--- src/rtl/regfile_writeback_queue_pkg.sv ---
// regfile_writeback_queue_pkg
//   Shared definitions for the register-file writeback queue: register file
//   geometry and the packed entry type carried through the queue.
package regfile_writeback_queue_pkg;

  localparam int REG_IDX_W = 4;
  localparam int DATA_W    = 16;
  localparam int NUM_REGS  = 16;

  // One pending register-file write: destination index plus result data.
  typedef struct packed {
    logic [REG_IDX_W-1:0] idx;
    logic [DATA_W-1:0]    data;
  } wb_entry_t;

endpackage

--- src/rtl/regfile_writeback_queue_wb_fifo_2w1r.sv ---
// wb_fifo_2w1r
//   Two-write, one-read FIFO of wb_entry_t. When both write ports fire in the
//   same cycle, wr0 is stored ahead of wr1. The caller guarantees it never
//   writes more than the free space and never reads when empty.
// Ports:
//   clk, rst_n          clock, asynchronous active-low reset
//   wr0_en, wr0_entry   first (older) write port
//   wr1_en, wr1_entry   second (younger) write port
//   rd_en               pop the head this cycle
//   rd_entry            current head entry (combinational from storage)
//   count               current occupancy
module wb_fifo_2w1r
  import regfile_writeback_queue_pkg::*;
#(
  parameter int DEPTH = 4,
  parameter int CNT_W = $clog2(DEPTH + 1)
) (
  input  logic             clk,
  input  logic             rst_n,
  input  logic             wr0_en,
  input  wb_entry_t        wr0_entry,
  input  logic             wr1_en,
  input  wb_entry_t        wr1_entry,
  input  logic             rd_en,
  output wb_entry_t        rd_entry,
  output logic [CNT_W-1:0] count
);

  localparam int PTR_W = (DEPTH > 1) ? $clog2(DEPTH) : 1;

  // DEPTH need not be a power of two, so wrap on an explicit compare.
  function automatic logic [PTR_W-1:0] ptr_inc(input logic [PTR_W-1:0] p);
    return (p == PTR_W'(DEPTH - 1)) ? '0 : p + PTR_W'(1);
  endfunction

  wb_entry_t        mem_q [DEPTH];
  wb_entry_t        mem_d [DEPTH];
  logic [PTR_W-1:0] wr_ptr_q, wr_ptr_d;
  logic [PTR_W-1:0] rd_ptr_q, rd_ptr_d;
  logic [CNT_W-1:0] count_q, count_d;

  always_comb begin
    mem_d    = mem_q;
    wr_ptr_d = wr_ptr_q;
    if (wr0_en || wr1_en) begin
      // A lone write always lands in the first free slot, whichever port.
      mem_d[wr_ptr_q] = wr0_en ? wr0_entry : wr1_entry;
      wr_ptr_d        = ptr_inc(wr_ptr_q);
      if (wr0_en && wr1_en) begin
        mem_d[wr_ptr_d] = wr1_entry;
        wr_ptr_d        = ptr_inc(wr_ptr_d);
      end
    end
    rd_ptr_d = rd_en ? ptr_inc(rd_ptr_q) : rd_ptr_q;
    count_d  = count_q + CNT_W'(wr0_en) + CNT_W'(wr1_en) - CNT_W'(rd_en);
  end

  // Storage holds no state that matters after reset, so it is not reset.
  always_ff @(posedge clk) begin
    mem_q <= mem_d;
  end

  always_ff @(posedge clk or negedge rst_n) begin
    if (!rst_n) begin
      wr_ptr_q <= '0;
      rd_ptr_q <= '0;
      count_q  <= '0;
    end else begin
      wr_ptr_q <= wr_ptr_d;
      rd_ptr_q <= rd_ptr_d;
      count_q  <= count_d;
    end
  end

  assign rd_entry = mem_q[rd_ptr_q];
  assign count    = count_q;

endmodule

--- src/rtl/regfile_writeback_queue.sv ---
// regfile_writeback_queue
//   Writeback-side driver for the 16x16 register file write port. Accepts
//   load and ALU results over valid/ready, buffers them in arrival order
//   (load ahead of ALU when simultaneous) and retires one per cycle onto a
//   registered WriteReg/DstReg/DstData output stage.
// Optional feature macro: REGFILE_WB_BUSY_EN builds per-register in-flight
//   counters driving busy; without it busy is tied to zero.
// Ports:
//   clk, rst_n                              clock, async active-low reset
//   mem_valid/mem_ready/mem_reg/mem_data    load result handshake
//   alu_valid/alu_ready/alu_reg/alu_data    ALU result handshake
//   WriteReg, DstReg, DstData               registered register-file write
//   busy                                    per-register write-in-flight flag
//   fifo_count                              queue occupancy (excl. output)
module regfile_writeback_queue
  import regfile_writeback_queue_pkg::*;
#(
  parameter int DEPTH = 4,
  parameter int CNT_W = $clog2(DEPTH + 1)
) (
  input  logic                 clk,
  input  logic                 rst_n,
  input  logic                 mem_valid,
  output logic                 mem_ready,
  input  logic [REG_IDX_W-1:0] mem_reg,
  input  logic [DATA_W-1:0]    mem_data,
  input  logic                 alu_valid,
  output logic                 alu_ready,
  input  logic [REG_IDX_W-1:0] alu_reg,
  input  logic [DATA_W-1:0]    alu_data,
  output logic                 WriteReg,
  output logic [REG_IDX_W-1:0] DstReg,
  output logic [DATA_W-1:0]    DstData,
  output logic [NUM_REGS-1:0]  busy,
  output logic [CNT_W-1:0]     fifo_count
);

  wb_entry_t        mem_entry, alu_entry, head;
  logic [CNT_W-1:0] count;
  logic [CNT_W:0]   count_plus_mem;
  logic             push_mem, push_alu, pop;

  assign mem_entry.idx  = mem_reg;
  assign mem_entry.data = mem_data;
  assign alu_entry.idx  = alu_reg;
  assign alu_entry.data = alu_data;

  // Readies look only at the registered count (a same-cycle pop does not
  // help), and the ALU side reserves a slot for an offered load, which keeps
  // alu_valid out of every ready path.
  assign count_plus_mem = {1'b0, count} + {{CNT_W{1'b0}}, mem_valid};
  assign mem_ready      = ({1'b0, count} < (CNT_W + 1)'(DEPTH));
  assign alu_ready      = (count_plus_mem < (CNT_W + 1)'(DEPTH));
  assign push_mem       = mem_valid && mem_ready;
  assign push_alu       = alu_valid && alu_ready;
  assign pop            = (count != '0);

  wb_fifo_2w1r #(
    .DEPTH (DEPTH),
    .CNT_W (CNT_W)
  ) u_fifo (
    .clk       (clk),
    .rst_n     (rst_n),
    .wr0_en    (push_mem),
    .wr0_entry (mem_entry),
    .wr1_en    (push_alu),
    .wr1_entry (alu_entry),
    .rd_en     (pop),
    .rd_entry  (head),
    .count     (count)
  );

  // Output stage: reloads every cycle; index/data hold when nothing retires.
  logic                 wr_en_q, wr_en_d;
  logic [REG_IDX_W-1:0] dst_reg_q, dst_reg_d;
  logic [DATA_W-1:0]    dst_data_q, dst_data_d;

  always_comb begin
    wr_en_d    = pop;
    dst_reg_d  = dst_reg_q;
    dst_data_d = dst_data_q;
    if (pop) begin
      dst_reg_d  = head.idx;
      dst_data_d = head.data;
    end
  end

  always_ff @(posedge clk or negedge rst_n) begin
    if (!rst_n) begin
      wr_en_q    <= 1'b0;
      dst_reg_q  <= '0;
      dst_data_q <= '0;
    end else begin
      wr_en_q    <= wr_en_d;
      dst_reg_q  <= dst_reg_d;
      dst_data_q <= dst_data_d;
    end
  end

  assign WriteReg   = wr_en_q;
  assign DstReg     = dst_reg_q;
  assign DstData    = dst_data_q;
  assign fifo_count = count;

`ifdef REGFILE_WB_BUSY_EN
  // Per-register count of writes queued or sitting in the output stage.
  // Worst case is DEPTH queued plus one retiring, hence DEPTH+2 codes.
  localparam int BUSY_W = $clog2(DEPTH + 2);

  for (genvar gi = 0; gi < NUM_REGS; gi++) begin : g_busy
    logic [BUSY_W-1:0] cnt_q, cnt_d;
    logic [1:0]        inc;
    logic              dec;

    always_comb begin
      inc   = 2'(push_mem && (mem_reg == REG_IDX_W'(gi)))
            + 2'(push_alu && (alu_reg == REG_IDX_W'(gi)));
      // The output stage is replaced every edge, so a live write retires now.
      dec   = wr_en_q && (dst_reg_q == REG_IDX_W'(gi));
      cnt_d = cnt_q + BUSY_W'(inc) - BUSY_W'(dec);
    end

    always_ff @(posedge clk or negedge rst_n) begin
      if (!rst_n) begin
        cnt_q <= '0;
      end else begin
        cnt_q <= cnt_d;
      end
    end

    assign busy[gi] = (cnt_q != '0);
  end
`else
  assign busy = '0;
`endif

endmodule

--- config.mk ---
export PLATFORM = sky130hd
export DESIGN_NAME = regfile_writeback_queue
export DESIGN_NICKNAME = d
export VERILOG_FILES = /design/src/rtl/regfile_writeback_queue_pkg.sv /design/src/rtl/regfile_writeback_queue_wb_fifo_2w1r.sv /design/src/rtl/regfile_writeback_queue.sv
export SDC_FILE = /design/constraint.sdc
export NUM_CORES = 1
export LEC_CHECK = 0
export CORE_ASPECT_RATIO = 1.1
export CORE_MARGIN = 2
export CORE_UTILIZATION = 30
export DETAILED_ROUTE_END_ITERATION = 6
export DONT_BUFFER_PORTS = 1
export GPL_TIMING_DRIVEN = 0
export SYNTH_ARGS = -nofsm -noshare
export SYNTH_HDL_FRONTEND = slang
export SYNTH_HIERARCHICAL = 1
export SYNTH_SLANG_ARGS = --single-unit
--- constraint.sdc ---
create_clock -name clk -period 4.2 [get_ports clk]
set_input_delay 1.05 -clock clk [delete_from_list [all_inputs] [get_ports clk]]
set_output_delay 1.05 -clock clk [all_outputs]
set_load 0.01 [all_outputs]
==> run_results.csv <==
group,metric,value,unit
logic_synthesis,synthCells,451,
timing,tightest_slew,0.797,ns
logic_synthesis,synth-async-reset-ratio,0.259,
clock_network,worstSkewPairLatency,0.36,ns
power,peakVddDrop,0.344,mV
timing,hold_violations,0,
power,power.leakage,2.40,nW
final_layout,fin_nets,534,
critical_path,crit_path_end_kind,"flip-flop",
timing,skew,0.0112,ns
placement,dpl.hpwl,11900,um
min_path,min_path_type,"in2async",
logic_synthesis,ys_warn_count,6,
critical_path,worstPathCellList,"a31oi_1 -> and2_1 -> buf_6 -> inv_1 -> ha_1 -> inv_1 -> fa_1 -> fa_1 -> xnor2_1",
run_status,status,"completed",
placement,place.gp.congestion,0.827,
logic_synthesis,ys_types,44,
global_route,grt_pass1_vias,4524,
global_route,grt_usage,0.170,
placement,portBuffers,0,
timing,max_freq,341,MHz
timing,setup_viol,0,
critical_path,reg2reg_slack,1.41,ns
logic_synthesis,synth.top_cell.area_share,0.396,
logic_synthesis,syn-cell-area,0.00606,mm2
floorplan,core,0.0198,mm2
critical_path,timing.rr.end,"u_fifo/count[2]",
timing,slew_headroom,0.469,
critical_path,worstPathRequired,4.44,ns
critical_path,path_class,"in2reg",
detailed_routing,first_iter_violations,429,
timing,finalCriticalPeriod,2.93,ns
clock_network,cts_hold_buf,0,
global_route,grt_max_degree,45,
global_route,antenna_found_initial,0,
power,total_power,6.06,mW
detailed_routing,first_pass_iters,5,
floorplan,die_area,0.0214,mm2
critical_path,cp_slowest_stage_delay,0.39,ns
logic_synthesis,postSynthRegisterBits,108,
floorplan,die_h,153,um
final_layout,seq_area,0.00310,mm2
timing,fin_crit_sh,0.698,
detailed_routing,wire_per_inst,25.0,um
detailed_routing,viasPerCell,5.86,
flow_run,drv_cap,0,
floorplan,initial_utilization,0.306,
critical_path,r2r-start,"u_fifo/count[0]",
logic_synthesis,yosysMostFrequentCell,"edfxtp_1",
final_layout,final.fill_count,1928,
critical_path,cp_max_fo,10,
floorplan,io_pins,86,
critical_path,cpLargestDelayFamily,"adder cells",
global_route,grt-ovfl-total,0,
detailed_routing,drc,0,
clock_network,cts_setup_buffers,0,
floorplan,rows,54,
clock_network,clkSinkCount,108,
detailed_routing,finalWirelength,18400,um
power,p_per_area,901,mW/mm2
final_layout,antenna_cells,0,
logic_synthesis,synth_edf_count,80,
logic_synthesis,yosys.area.top_type,"edfxtp_1",
timing,rsz0062_at_grt,"false",
final_layout,drive_gt1_frac,0.277,
final_layout,syn_to_final_growth,11.0,%
clock_network,cts_tree,"yes",
critical_path,slowest_stage,"fa_1",
logic_synthesis,synth_area_leaders,"edfxtp_1 (40%), dfrtp_1 (12%), a2bb2oi_1 (8.2%)",
critical_path,ff2ff_path_depth,9,
logic_synthesis,synth_common_cells,"edfxtp_1 (80), a2bb2oi_1 (57), o22ai_1 (51)",
detailed_routing,ant_nets,0,
timing,final-max-slew-violation-count,0,
clock_network,cts_buffer_depth,2,
clock_network,cts_inserted_buffers,9,
final_layout,multi_input_area,0.00264,mm2
critical_path,arrival,3.17,ns
clock_network,cts-resized-gates,0,
placement,place_ws,0.874,ns
critical_path,critPathBufInv,3,
timing,setup_ws,1.27,ns
logic_synthesis,syn_area_per_cell,13.4,um2
clock_network,cts_max_level,3,
critical_path,startpoint_type,"primary input",
logic_synthesis,yosysSeqAreaShare,0.512,
logic_synthesis,synthFlopType,"edfxtp_1",
global_route,grt_pass1_wl,27400,um
clock_network,root_buffer,"clkbuf_16",
floorplan,die_x,140,um
clock_network,clk_pin_slew,0.08,ns
detailed_routing,vias,4309,
[registers in the layout (all words and copies together), names as in the netlist]
name             count
WriteReg             1
u_fifo/rd_ptr_q      2
u_fifo/count         3
u_fifo/mem_q        80
DstReg               4
u_fifo/wr_ptr_q      2
DstData             16
[metrics by stage]
stage                      util  cell area (um2)  setup TNS (ns)  hold WS, ns  cells
after global placement    0.325             6430          -48.41        0.562    718
after global routing      0.340             6730               0        0.362    735
after floorplan               -             6120               0        0.534    466
after detailed placement  0.326             6460               0        0.569    719
final                     0.340             6730               0        0.374    735
after CTS                 0.340             6730               0        0.363    735
[worst reg2reg max path, cell delays in order (launching register included)]
cell	delay [ns]
dfrtp_1	0.48
a31oi_1	0.36
and2_1	0.29
buf_6	0.18
inv_1	0.11
ha_1	0.29
inv_1	0.05
fa_1	0.39
fa_1	0.39
xnor2_1	0.14
[report_power, final]
| part | internal, mW | total (mW) | switching [mW] |
|---|---|---|---|
| clock | 0.403 | 0.805 | 0.402 |
| sequential | 2.00 | 2.43 | 0.425 |
| combinational | 1.43 | 2.83 | 1.40 |
[layout by cell type, fill, tap and decap left out, types with 3 or more instances in the layout]
cell	n
or3_1	11
nand2_1	4
dfrtp_1	28
clkbuf_16	9
nand3_2	3
xnor2_1	3
buf_4	21
a21oi_1	5
nand2b_1	3
mux2_2	22
and2_1	3
o22ai_1	51
ha_1	10
buf_6	7
buf_2	13
nand3b_1	7
edfxtp_1	80
inv_1	8
conb_1	16
mux4_2	20
o221a_2	22
o21ai_0	7
nand3_1	15
clkinv_2	3
nor2b_1	12
clkbuf_1	15
a2bb2oi_1	57
[per-layer routing]
layer  wire [um]  vias to the layer above  GRT usage
li1            -                     1871          -
met1        7030                     2204      0.199
met2        9230                      198      0.285
met3        1650                       36     0.0576
met4         443                        0     0.0743
met5           0                        -          0
[cell type report]
class | count | share of cell area
flip-flops and latches | 108 | 0.461
well taps | 252 | 0.0468
repair buffers | 1 | 0.00297
inverters | 9 | 0.00502
plain buffers | 55 | 0.0526
clock inverters | 6 | 0.00595
multi-input cells | 294 | 0.392
clock buffers | 10 | 0.0340
[worst max path at each step]
stage / start / to / slack [ns] / cells after the start
2_1_floorplan: mem_valid / u_fifo/mem_q[0] / 0.29 / 5
3_5_place_dp: mem_valid / u_fifo/count[2] / 0.87 / 9
6_report: mem_valid / u_fifo/count[2] / 1.27 / 9
4_1_cts: mem_valid / u_fifo/count[2] / 1.24 / 9
5_1_grt: mem_valid / u_fifo/count[2] / 1.17 / 9
3_3_place_gp: mem_valid / u_fifo/mem_q[78] / -0.61 / 5
[logic make-up (layout without fill, tap and decap cells)]
logic type / after synthesis / in the layout / share of synthesized area
AOI/OAI and AO/OA: 152 / 152 / 0.202
adders and majority gates: 12 / 12 / 0.0272
xor gates and xnor gates: 4 / 4 / 0.00578
and+or+nand+nor: 67 / 67 / 0.0710
other: 1 / 16 / 0.000619
buffers and inverters: 64 / 81 / 0.0640
muxes: 43 / 43 / 0.117
DFF: 108 / 108 / 0.512
(Power assumes the default switching activity.)
